`src/rtl/boton_eventos_if.sv`:
```
// Bus between the press-event generator and its consumers.
// The design side uses the master modport: it takes the debounced
// button level and drives the event pulses, the pressed level and
// the press count. The slave modport is the consumer's view.
interface boton_eventos_if #(
  parameter int CNT_W = 8
);
  logic             boton;
  logic             pulso;
  logic             largo;
  logic             repeticion;
  logic             presionado;
  logic [CNT_W-1:0] conteo;

  modport master (
    input  boton,
    output pulso,
    output largo,
    output repeticion,
    output presionado,
    output conteo
  );

  modport slave (
    output boton,
    input  pulso,
    input  largo,
    input  repeticion,
    input  presionado,
    input  conteo
  );
endinterface

```
`src/rtl/boton_eventos.sv`:
```
// Press-event generator placed after the button debounce filter.
// Turns the clean button level into single-cycle press, long-press and
// (optionally) auto-repeat pulses, and keeps a wrapping event count.
//
// Optional feature: define BOTON_AUTOREPEAT_EN to build the repeat timer
// and the repeticion pulse. Without it, repeticion is tied low, the
// LONG_HELD state just waits for release and conteo counts presses only.
module boton_eventos #(
  parameter int LONG_CYCLES   = 1000,
  parameter int REPEAT_CYCLES = 250,
  parameter int CNT_W         = 8
) (
  input  logic             Clk,
  input  logic             Reset_n,
  boton_eventos_if.master  bus
);

  localparam int MAX_CYCLES = (LONG_CYCLES > REPEAT_CYCLES) ? LONG_CYCLES : REPEAT_CYCLES;
  localparam int TMR_W      = $clog2(MAX_CYCLES + 1);

  // The timers hold "edges already counted", so the event fires on the
  // edge that finds the timer one short of the target.
  localparam logic [TMR_W-1:0] HOLD_LAST = TMR_W'(LONG_CYCLES - 1);

  typedef enum logic [1:0] {
    IDLE,
    PRESSED,
    LONG_HELD
  } state_t;

  state_t           state;
  state_t           state_n;
  logic             boton_q;
  logic [TMR_W-1:0] hold_tmr;
  logic [TMR_W-1:0] hold_tmr_n;
  logic             pulso_q;
  logic             pulso_n;
  logic             largo_q;
  logic             largo_n;
  logic             presionado_q;
  logic [CNT_W-1:0] conteo_q;
  logic [CNT_W-1:0] conteo_n;

`ifdef BOTON_AUTOREPEAT_EN
  localparam logic [TMR_W-1:0] REP_LAST = TMR_W'(REPEAT_CYCLES - 1);

  logic [TMR_W-1:0] rep_tmr;
  logic [TMR_W-1:0] rep_tmr_n;
  logic             rep_q;
  logic             rep_n;
`endif

  // Next-state, timer, pulse and count decisions; at most one pulse per cycle.
  always_comb begin
    state_n    = state;
    hold_tmr_n = hold_tmr;
    pulso_n    = 1'b0;
    largo_n    = 1'b0;
    conteo_n   = conteo_q;
`ifdef BOTON_AUTOREPEAT_EN
    rep_tmr_n  = rep_tmr;
    rep_n      = 1'b0;
`endif
    case (state)
      IDLE: begin
        hold_tmr_n = '0;
`ifdef BOTON_AUTOREPEAT_EN
        rep_tmr_n  = '0;
`endif
        if (bus.boton && !boton_q) begin
          state_n  = PRESSED;
          pulso_n  = 1'b1;
          conteo_n = conteo_q + 1'b1;
        end
      end
      PRESSED: begin
        if (!bus.boton) begin
          state_n    = IDLE;
          hold_tmr_n = '0;
        end else if (hold_tmr == HOLD_LAST) begin
          state_n    = LONG_HELD;
          largo_n    = 1'b1;
          hold_tmr_n = '0;
`ifdef BOTON_AUTOREPEAT_EN
          rep_tmr_n  = '0;
`endif
        end else begin
          hold_tmr_n = hold_tmr + 1'b1;
        end
      end
      LONG_HELD: begin
        if (!bus.boton) begin
          state_n    = IDLE;
          hold_tmr_n = '0;
`ifdef BOTON_AUTOREPEAT_EN
          rep_tmr_n  = '0;
`endif
        end else begin
`ifdef BOTON_AUTOREPEAT_EN
          if (rep_tmr == REP_LAST) begin
            rep_n     = 1'b1;
            rep_tmr_n = '0;
            conteo_n  = conteo_q + 1'b1;
          end else begin
            rep_tmr_n = rep_tmr + 1'b1;
          end
`endif
        end
      end
      default: begin
        state_n    = IDLE;
        hold_tmr_n = '0;
      end
    endcase
  end

  // State, timers and registered outputs; the edge register resets high so
  // a button held through reset must be released before it can fire.
  always_ff @(posedge Clk or negedge Reset_n) begin
    if (!Reset_n) begin
      state        <= IDLE;
      boton_q      <= 1'b1;
      hold_tmr     <= '0;
      pulso_q      <= 1'b0;
      largo_q      <= 1'b0;
      presionado_q <= 1'b0;
      conteo_q     <= '0;
    end else begin
      state        <= state_n;
      boton_q      <= bus.boton;
      hold_tmr     <= hold_tmr_n;
      pulso_q      <= pulso_n;
      largo_q      <= largo_n;
      presionado_q <= (state_n != IDLE);
      conteo_q     <= conteo_n;
    end
  end

`ifdef BOTON_AUTOREPEAT_EN
  // Repeat timer and the registered auto-repeat pulse.
  always_ff @(posedge Clk or negedge Reset_n) begin
    if (!Reset_n) begin
      rep_tmr <= '0;
      rep_q   <= 1'b0;
    end else begin
      rep_tmr <= rep_tmr_n;
      rep_q   <= rep_n;
    end
  end

  assign bus.repeticion = rep_q;
`else
  assign bus.repeticion = 1'b0;
`endif

  assign bus.pulso      = pulso_q;
  assign bus.largo      = largo_q;
  assign bus.presionado = presionado_q;
  assign bus.conteo     = conteo_q;

endmodule

```
`src/flat_wrapper.sv`:
```
// flat-port wrapper written by rule: the top's interface ports become plain ports
module boton_eventos_flat 
#(
  parameter int LONG_CYCLES   = 1000,
  parameter int REPEAT_CYCLES = 250,
  parameter int CNT_W         = 8
)
  (Clk, Reset_n, bus_boton, bus_pulso, bus_largo, bus_repeticion, bus_presionado, bus_conteo);
  boton_eventos_if #(.CNT_W(CNT_W)) bus_i ();
  input  logic Clk;
  input  logic Reset_n;
  input wire logic [$bits(bus_i.boton)-1:0] bus_boton;
  output wire logic [$bits(bus_i.pulso)-1:0] bus_pulso;
  output wire logic [$bits(bus_i.largo)-1:0] bus_largo;
  output wire logic [$bits(bus_i.repeticion)-1:0] bus_repeticion;
  output wire logic [$bits(bus_i.presionado)-1:0] bus_presionado;
  output wire logic [$bits(bus_i.conteo)-1:0] bus_conteo;
  assign bus_i.boton = bus_boton;
  assign bus_pulso = bus_i.pulso;
  assign bus_largo = bus_i.largo;
  assign bus_repeticion = bus_i.repeticion;
  assign bus_presionado = bus_i.presionado;
  assign bus_conteo = bus_i.conteo;
  boton_eventos #(.LONG_CYCLES(LONG_CYCLES), .REPEAT_CYCLES(REPEAT_CYCLES), .CNT_W(CNT_W)) u_core (.Clk(Clk), .Reset_n(Reset_n), .bus(bus_i));
endmodule
```
`config.mk`:
```
export PLATFORM = sky130hd
export DESIGN_NAME = boton_eventos_flat
export DESIGN_NICKNAME = d
export VERILOG_FILES = /design/src/rtl/boton_eventos_if.sv /design/src/rtl/boton_eventos.sv /design/src/flat_wrapper.sv
export SDC_FILE = /design/constraint.sdc
export NUM_CORES = 1
export LEC_CHECK = 0
export ABC_CLOCK_PERIOD_IN_PS = 1400
export BUFFER_PORTS_ARGS = -buffer_cell sky130_fd_sc_hd__buf_2
export CAP_MARGIN = 30
export CORE_ASPECT_RATIO = 1.5
export CORE_UTILIZATION = 49
export CTS_CLUSTER_DIAMETER = 200
export CTS_CLUSTER_SIZE = 10
export DETAILED_ROUTE_END_ITERATION = 12
export HOLD_SLACK_MARGIN = 0.12
export PLACE_DENSITY = 0.72
export SYNTH_ARGS = -nofsm -noshare
export SYNTH_HDL_FRONTEND = slang
export SYNTH_SLANG_ARGS = --single-unit
```
`constraint.sdc`:
```
create_clock -name Clk -period 1.4 [get_ports Clk]
set_input_delay 0.07 -clock Clk [delete_from_list [all_inputs] [get_ports Clk]]
set_output_delay 0.07 -clock Clk [all_outputs]
set_load 0.005 [all_outputs]
```
**Yosys cells after proc, flatten, opt, wreduce, memory -nomap -nowiden**

Cells that the tools add are included.

- Input port bits: 3
- Flip-flop bits (word level): 24
- Logic and storage cells: 32

- Eq/ne operators: 4
- Reductions and logical operators: 5
- Mux-type cells: 14
- Add/sub/neg operators: 2

Operators with widths:

| kind | count |
|---|---|
| 10-bit two-way mux | 3 |
| 10-bit case mux with 2 select lines | 1 |
| 10-bit by 1-bit adder with 10-bit output (second input constant) | 1 |
| 10-bit == test (second input constant) | 1 |
| 8-bit by 1-bit adder with 8-bit output (second input constant) | 1 |
| 2-bit two-way mux | 4 |
| 2-bit case mux with 3 select lines | 1 |
| 1-bit two-way mux | 5 |
| 2-bit by 1-bit == test with 1-bit output (second input constant) | 1 |
| 2-bit == test (second input constant) | 1 |
| 2-bit zero test | 1 |
| 2-bit inequality test (second input constant) | 1 |
| 2-bit AND reduction | 1 |
| 2-bit nonzero test | 1 |
| 1-bit logical AND | 1 |
| 1-bit zero test | 1 |

**Longest topological paths before layout**

Gate-level depths: netlist of the first run.

- Word-level depth: 5
- Mapped depth: 5
- Mapped depth without buffers: 5

**Worst setup path before layout of the first run**

OpenSTA, ideal clock, no wires.

- Path kind: register -> register
- From: register u_core.state[1]
- To: register u_core.hold_tmr[8]
- Path buffers: 1
- Data required time: 1269 ps
- Data arrival time: 1392 ps
- Library setup time: 131 ps
- Clock period less this slack: 1523 ps
- Stages on the path, launching flop included: 6
- Slack: -123 ps
- Cells stage by stage: dfrtp_1 -> and3b_1 -> buf_6 -> or4b_4 -> xor2_1 -> nor2_2

- Cells in the longest elaborated chain, start to end: 2
- Elaborated cells between the ends (all ways): 4

Ends and longest elaborated chain:

| item | RTL line | RTL |
|---|---|---|
| start, declared | boton_eventos.sv:31 | `state_t state;` |
| start signal, assigned | boton_eventos.sv:129 | `state <= state_n;` |
| 2-bit == test / 2-bit by 1-bit == test with 1-bit output (equally long branches) | boton_eventos.sv:64 | `case (state)` |
| 10-bit case mux with 2 select lines / 2-bit inequality test (equally long branches) | - |  |
| end signal, assigned | boton_eventos.sv:131 | `hold_tmr <= hold_tmr_n;` |
| end, declared | boton_eventos.sv:34 | `logic [TMR_W-1:0] hold_tmr;` |

Several ways; a longest one is shown, not always the timed one.
A chain may end at the register's enable or synchronous reset.

**Worst setup path in the final report of the first run**

- From: register u_core.hold_tmr[0]
- To: register u_core.hold_tmr[8]

- Cells in the longest elaborated chain, start to end: 4
- Elaborated cells between the ends (all ways): 5

Ends and longest elaborated chain:

| item | RTL line | RTL |
|---|---|---|
| 10-bit by 1-bit adder with 10-bit output / 10-bit == test (equally long branches) | boton_eventos.sv:88, boton_eventos.sv:80 |  |
| 10-bit two-way mux (*) | boton_eventos.sv:80 | `end else if (hold_tmr == HOLD_LAST) begin` |
| 10-bit two-way mux (*) | boton_eventos.sv:77 | `if (!bus.boton) begin` |
| 10-bit case mux with 2 select lines (*) | boton_eventos.sv:64 |  |

Every way passes the cells marked *; elsewhere a longest branch is shown, timed or not.

==> impl_metrics.py, run 1 <==
metrics = {
    "placed_design": {
        "port_buffers": 13,
        "place_ws_ps": -130,
        "gp_congestion": 0.810,
        "dp_hpwl_um": 1510,
    },
    "logic_synthesis": {
        "yosysMostFrequentCell": "dfrtp_1",
        "synthCells": 97,
        "synthFlopType": "dfrtp_1",
        "synth_top_family_by_area": "simple AND/OR/NAND/NOR gates",
        "synth_top_area_cell": "dfrtp_1",
        "synth_commonest_cells": "dfrtp_1, xnor2_1, nand2_1",
        "synth_edf_count": 0,
        "synth_area_leaders": "dfrtp_1, xnor2_1, nand3_1, nand2_1, nor2_1",
        "synth-xor-area-share": 0.113,
        "yosysWarnings": 0,
        "synth.mux.area_fraction": 0.0103,
        "synth_compound_area_frac": 0.0207,
        "synth-simple-area-share": 0.253,
        "syn_avg_cell_area_um2": 11.2,
        "yosysTopAreaCellShare": 0.528,
        "synth_fa_ha_area_frac": 0.0230,
        "ys_types": 34,
        "ys_seq_area_frac": 0.552,
        "syn_nets": 102,
        "ys_ff_latch": 24,
        "syn-cell-area_um2": 1090,
        "async_flop_share": 1.00,
    },
    "routing": {
        "routed_via_density": 5.59,
        "drtIter0Drc": 12,
        "wl_per_cell_um": 15.3,
        "drtPass1Iterations": 4,
        "drc": 0,
        "routed_wl_um": 2410,
        "route.vias.total": 877,
        "ant_nets": 0,
    },
    "floorplan": {
        "die_x_um": 40.5,
        "ioPinCount": 15,
        "dieArea_um2": 2420,
        "coreArea_um2": 2050,
        "rows": 20,
        "start_util": 0.531,
        "die_y_um": 59.8,
    },
    "cts": {
        "clkLatencyLatePin_ps": 320,
        "htree_levels": 1,
        "cts_tree": "yes",
        "path_clk_slew_ps": 130,
        "cts_root_buffer": "clkbuf_4",
        "clockBufferDepth": 2,
        "numCtsBuffers": 3,
        "clock_sinks": 24,
    },
    "worst_hold_path": {
        "min_path_cells": 3,
        "hold_end": "u_core.state[1]$_DFF_PN0_",
        "hold_path.startpoint": "bus_boton",
        "min_path_type": "input port to flop",
    },
    "timing": {
        "relSlewSlack": 0.641,
        "slew_viol_final": 0,
        "period_share": 1.07,
        "max_freq_ghz": 0.669,
        "fin_worst_skew_ps": 5.03,
        "whs_ps": 144,
        "finalSetupViolCount": 14,
        "timing.final.ws_setup_ps": -94.3,
        "grt_setup_unrepaired": "true",
        "period_needed_ps": 1490,
        "hold_viol_final": 0,
        "tightest_slew_ps": 539,
    },
    "critical_path": {
        "worst_setup_path_end_kind": "flop",
        "start_kind": "flop",
        "worst-path-max-fanout": 3,
        "critical_path_buf_inv_count": 0,
        "r2r_cells": 5,
        "cp_cell_sequence": "ha_4, nand2_2, or4b_4, xor2_1, nor2_2",
        "arrival_ps": 1730,
        "rrSetupSlack_ps": -90,
        "timing.rr.end": "u_core.hold_tmr[8]$_DFFE_PN0P_",
        "worstPathRequired_ps": 1630,
        "crit_slowest_cell": "or4b_4",
        "slowest_delay_ps": 530,
        "worst_path_dominant_cell_family": "simple AND/OR/NAND/NOR gates",
        "rr_startpoint": "u_core.hold_tmr[0]$_DFFE_PN0P_",
        "critPathKind": "flop to flop",
    },
    "outcome": {
        "outcome": "complete, but fails checks",
        "failed_checks": "setup timing",
    },
    "global_routing": {
        "grtUsageTotal": 0.231,
        "antenna_found_initial": 0,
        "grt_pass1_wl_um": 3710,
        "grt_pass1_vias": 837,
        "grt_remaining_overflow": 0,
        "grt_max_degree": 25,
    },
    "pwr": {
        "ir_drop_uv": 848,
        "p_per_area_nw_per_um2": 1150,
        "power_leakage_nw": 0.694,
    },
    "final_layout": {
        "final_util": 0.739,
        "fillers": 142,
        "final_layout_size_suffix_gt1_frac": 0.481,
        "areaGrowthSynthToFinish_pct": 39.2,
        "num_antenna_cells": 0,
        "fin_nets": 141,
    },
    "flow_run": {
        "cap_violations": 0,
    },
}
[metal layers]
| metal | vias up | wire, µm | GRT usage |
|---|---|---|---|
| met1 | 437 | 879 | 0.226 |
| li1 | 408 | - | - |
| met2 | 23 | 1390 | 0.438 |
| met5 | - | 0 | 0 |
| met4 | 0 | 71 | 0.114 |
| met3 | 9 | 60 | 0.0223 |
[worst min-delay path, stage by stage]
cell	delay (ps)
buf_2	130
nand3b_1	150
o21ai_1	90
[cells in the final DEF, fill, tap and decap left out, types with 2 or more instances in the layout]
| cell | instances |
|---|---|
| nor2_2 | 6 |
| nand2_1 | 8 |
| xor2_1 | 3 |
| or4b_4 | 2 |
| dlygate4sd3_1 | 2 |
| buf_4 | 20 |
| xnor2_1 | 10 |
| nand3b_1 | 2 |
| buf_6 | 2 |
| nand4_1 | 4 |
| nand3_1 | 3 |
| clkbuf_4 | 3 |
| nor2_1 | 3 |
| dfrtp_1 | 23 |
| buf_2 | 13 |
| nand3_2 | 5 |
[cell type report]
type	instances	area, µm²	area share
well taps	22	27.5	0.0182
clock buffers	3	22.5	0.0149
multi-input cells	69	571	0.376
flip-flops and latches	24	602	0.397
repair buffers	37	258	0.170
inverters	1	6.26	0.00413
clock inverters	1	30.0	0.0198
[flip-flops by register name, summed over array words and instances (netlist names)]
name and cells:
u_core.bus.pulso 1, u_core.hold_tmr 10, u_core.bus.conteo 8, u_core.boton_q 1, u_core.state 2, u_core.bus.presionado 1
u_core.bus.largo 1
[power breakdown]
group	internal, mW	switching, mW
Sequential	0.782	0.120
Combinational	0.195	0.142
Clock	0.290	0.214
[stage by stage]
stage          TNS, ps  instances  area (µm²)  power (mW)
6_report          -791        157        1520        1.74
5_1_grt          -1780        157        1520        1.83
2_1_floorplan     -356         97        1110        1.03
3_3_place_gp      -724        143        1280        1.16
4_1_cts           -336        152        1430        1.70
3_5_place_dp     -1030        143        1280        1.18
[how the worst max path moves through the flow]
| stage | startpoint | to | slack [ps] | cells after the start |
|---|---|---|---|---|
| after floorplan | u_core.state[1]$_DFF_PN0_ | u_core.hold_tmr[8]$_DFFE_PN0P_ | -110 | 5 |
| after global placement | u_core.state[1]$_DFF_PN0_ | u_core.bus.conteo[7]$_DFFE_PN0P_ | -120 | 4 |
| after detailed placement | u_core.state[1]$_DFF_PN0_ | u_core.bus.conteo[7]$_DFFE_PN0P_ | -130 | 4 |
| after CTS | u_core.state[1]$_DFF_PN0_ | u_core.hold_tmr[8]$_DFFE_PN0P_ | -90 | 4 |
| after global routing | u_core.hold_tmr[0]$_DFFE_PN0P_ | u_core.hold_tmr[4]$_DFFE_PN0P_ | -150 | 6 |
| final | u_core.hold_tmr[0]$_DFFE_PN0P_ | u_core.hold_tmr[8]$_DFFE_PN0P_ | -90 | 5 |
[cell families after synthesis]
group,after synthesis
AND/OR/NAND/NOR,48
flip-flops,24
XOR/XNOR,14
buffers and inverters,4
AO/OA/AOI/OAI,3
adder cells (fa/ha/maj),2
other,1
multiplexers,1
[what timing repair did]
action | CTS | global route
gates resized for setup | 15 | 8
setup buffers | 4 | 4
endpoints found under the setup margin | 17 | 16
pin swaps | 12 | 12
endpoints found under the hold margin | 25 | 1
hold buffers | 1 | 1
cloned | 0 | 0
No activity file was read; power rests on OpenSTA's default activity.
==> run 2: changes to the inputs <==
Settings changed: ABC_AREA set to 1, CORE_UTILIZATION 49 to 50, PLACE_DENSITY 0.72 to 0.73.
==> run 2 against run 1 <==
The run now ends clean. Sequential share of layout area is 2.5 points higher. Non-clock buffer count shrank 19. Flip-flop and latch count stayed put. Global-route usage down 3.0 points. Critical path depth rose by 3. First-iteration DRC count up 58%. Worst hold slack improved by 99 ps. Utilization decreased by 12 points. Total power decreased by 11%. Cell count up 28%. Routed wire length up 0.54%. Sequential power decreased by 3.3%. Critical path type unchanged. Critical endpoint is now u_core.hold_tmr[4]$_DFFE_PN0P_. Largest power group unchanged. Highest routed layer unchanged.
==> impl_metrics.py, run 2 <==
metrics = {
    "outcome": {
        "outcome": "finished clean",
    },
    "critical_path": {
        "rr_startpoint": "u_core.hold_tmr[1]$_DFFE_PN0P_",
        "timing.rr.end": "u_core.hold_tmr[4]$_DFFE_PN0P_",
        "arrival_ps": 1550,
        "r2r_cells": 8,
        "worst_setup_path_end_kind": "flop",
        "rrSetupSlack_ps": 60,
        "start_kind": "flop",
        "worstPathRequired_ps": 1610,
        "critPathKind": "flop to flop",
        "worst-path-max-fanout": 5,
    },
    "final_layout": {
        "regMostFlops": "u_core.hold_tmr",
        "largest_reg_flops": 10,
        "layout_commonest_cell": "nand2_1",
        "final_util": 0.617,
        "areaGrowthSynthToFinish_pct": 13.8,
        "final_cell_area_um2": 1430,
        "layout_common_cells": "nand2_1, inv_1, dfrtp_1",
        "final_layout_size_suffix_gt1_frac": 0.191,
        "stdcell_count": 201,
        "fin_nets": 184,
        "num_antenna_cells": 0,
    },
    "cts": {
        "path_clk_slew_ps": 130,
        "numCtsBuffers": 3,
        "htree_levels": 1,
        "cts_root_buffer": "clkbuf_4",
        "clock_sinks": 24,
        "clockBufferDepth": 2,
        "clkLatencyLatePin_ps": 320,
        "cts_tree": "yes",
    },
    "logic_synthesis": {
        "ys_seq_area_frac": 0.480,
        "syn_nets": 163,
        "yosysMostFrequentCell": "nand2_1",
        "synthCells": 158,
        "syn-cell-area_um2": 1250,
        "synthFlopType": "dfrtp_1",
        "synth_top_area_cell": "dfrtp_1",
        "ys_ff_latch": 24,
        "synth_area_leaders": "dfrtp_1, nand2_1, inv_1, nor2_1, xor2_1",
        "yosysTopAreaCellShare": 0.459,
        "synth_edf_count": 0,
        "synth_commonest_cells": "nand2_1, inv_1, dfrtp_1",
        "yosysWarnings": 0,
        "syn_avg_cell_area_um2": 7.94,
        "ys_types": 21,
        "async_flop_share": 1.00,
    },
    "worst_hold_path": {
        "min_path_type": "input port to asynchronous set/reset pin",
    },
    "global_routing": {
        "grt_remaining_overflow": 0,
        "grt_pass1_wl_um": 4180,
        "grt_pass1_vias": 1035,
        "grtUsageTotal": 0.201,
        "grt_max_degree": 25,
        "antenna_found_initial": 0,
    },
    "floorplan": {
        "coreArea_um2": 2310,
        "die_y_um": 63.4,
        "dieArea_um2": 2720,
        "ioPinCount": 15,
        "die_x_um": 42.9,
        "start_util": 0.543,
        "rows": 21,
    },
    "timing": {
        "relSlewSlack": 0.648,
        "hold_viol_final": 0,
        "slew_viol_final": 0,
        "timing.final.ws_setup_ps": 59.1,
        "setup_tns_ps": 0,
        "finalSetupViolCount": 0,
        "period_share": 0.958,
        "tightest_slew_ps": 528,
        "fin_worst_skew_ps": 13.1,
        "grt_setup_unrepaired": "true",
        "max_freq_ghz": 0.746,
        "period_needed_ps": 1340,
    },
    "routing": {
        "ant_nets": 0,
        "route.vias.total": 1037,
        "drc": 0,
        "routed_via_density": 5.16,
        "drtIter0Drc": 19,
        "drtPass1Iterations": 4,
        "wl_per_cell_um": 12.0,
        "routed_wl_um": 2420,
    },
    "placed_design": {
        "place_ws_ps": 75.1,
        "gp_congestion": 0.933,
        "dpl_cell_area_um2": 1340,
        "dp_cells": 193,
        "dp_hpwl_um": 1810,
        "port_buffers": 13,
    },
    "pwr": {
        "ir_drop_uv": 830,
        "power_leakage_nw": 0.786,
        "p_per_area_nw_per_um2": 1090,
    },
    "flow_run": {
        "cap_violations": 0,
    },
}
run 2: area by class of cell:
| class | count | area [µm²] |
|---|---|---|
| repair buffers | 18 | 108 |
| well taps | 23 | 28.8 |
| fillers | 213 | 885 |
| inverters | 29 | 111 |
| flip-flops and latches | 24 | 602 |
| multi-input cells | 103 | 542 |
| clock buffers | 4 | 36.3 |
run 2: cells by family after synthesis:
kind of cell / synth area share
simple gates: 0.310
buf+inv: 0.101
flops: 0.480
xor+xnor: 0.0558
compound gates: 0.0229
fa+ha+maj: 0.0199
other cells: 0.00299
mux: 0.00798
run 2: worst max-delay path by stage:
stage                                              start  slack [ps]                             end
after floorplan           u_core.hold_tmr[0]$_DFFE_PN0P_         200  u_core.hold_tmr[6]$_DFFE_PN0P_
after global placement    u_core.hold_tmr[0]$_DFFE_PN0P_         140  u_core.hold_tmr[5]$_DFFE_PN0P_
after detailed placement  u_core.hold_tmr[0]$_DFFE_PN0P_          80  u_core.hold_tmr[4]$_DFFE_PN0P_
after CTS                 u_core.hold_tmr[0]$_DFFE_PN0P_          60  u_core.hold_tmr[4]$_DFFE_PN0P_
after global routing      u_core.hold_tmr[1]$_DFFE_PN0P_         -50  u_core.hold_tmr[5]$_DFFE_PN0P_
final                     u_core.hold_tmr[1]$_DFFE_PN0P_          60  u_core.hold_tmr[4]$_DFFE_PN0P_
run 2: routing by layer:
layer / global-route usage / vias to the layer above / part of all wire / routed length (µm)
met5: 0 / - / 0 / 0
met4: 0.105 / 0 / 0.028 / 68
met3: 0.0258 / 8 / 0.023 / 56
met2: 0.358 / 18 / 0.52 / 1250
met1: 0.222 / 495 / 0.43 / 1040
li1: - / 516 / - / -
run 2: through the flow:
stage	hold slack [ps]	total power, mW
after floorplan	-226	1.06
after global placement	64.6	1.18
after detailed placement	72.6	1.20
after CTS	256	1.56
after global routing	288	1.66
final	243	1.56
run 2: timing repair:
| action | CTS | global route |
|---|---|---|
| gates resized for setup | 0 | 4 |
| setup buffers | 0 | 2 |
| hold endpoints to repair | 25 | 0 |
| endpoints found under the setup margin | 0 | 9 |
| hold buffers | 2 | 0 |
run 2: worst max-delay path, stage by stage, from the launching register on:
cell     delay [ps]
dfrtp_1         420
ha_2            220
nand2_2          70
nor2_2           90
nand3_2         130
nand2_4         130
nand2_4          70
inv_4            70
nor2_1           40
run 2: report_power, final:
group / switching [mW] / total (mW) / leakage, nW / internal, mW
registers: 0.0953 / 0.873 / 0.314 / 0.777
clock network: 0.197 / 0.356 / 0.0210 / 0.159
logic: 0.189 / 0.330 / 0.451 / 0.142
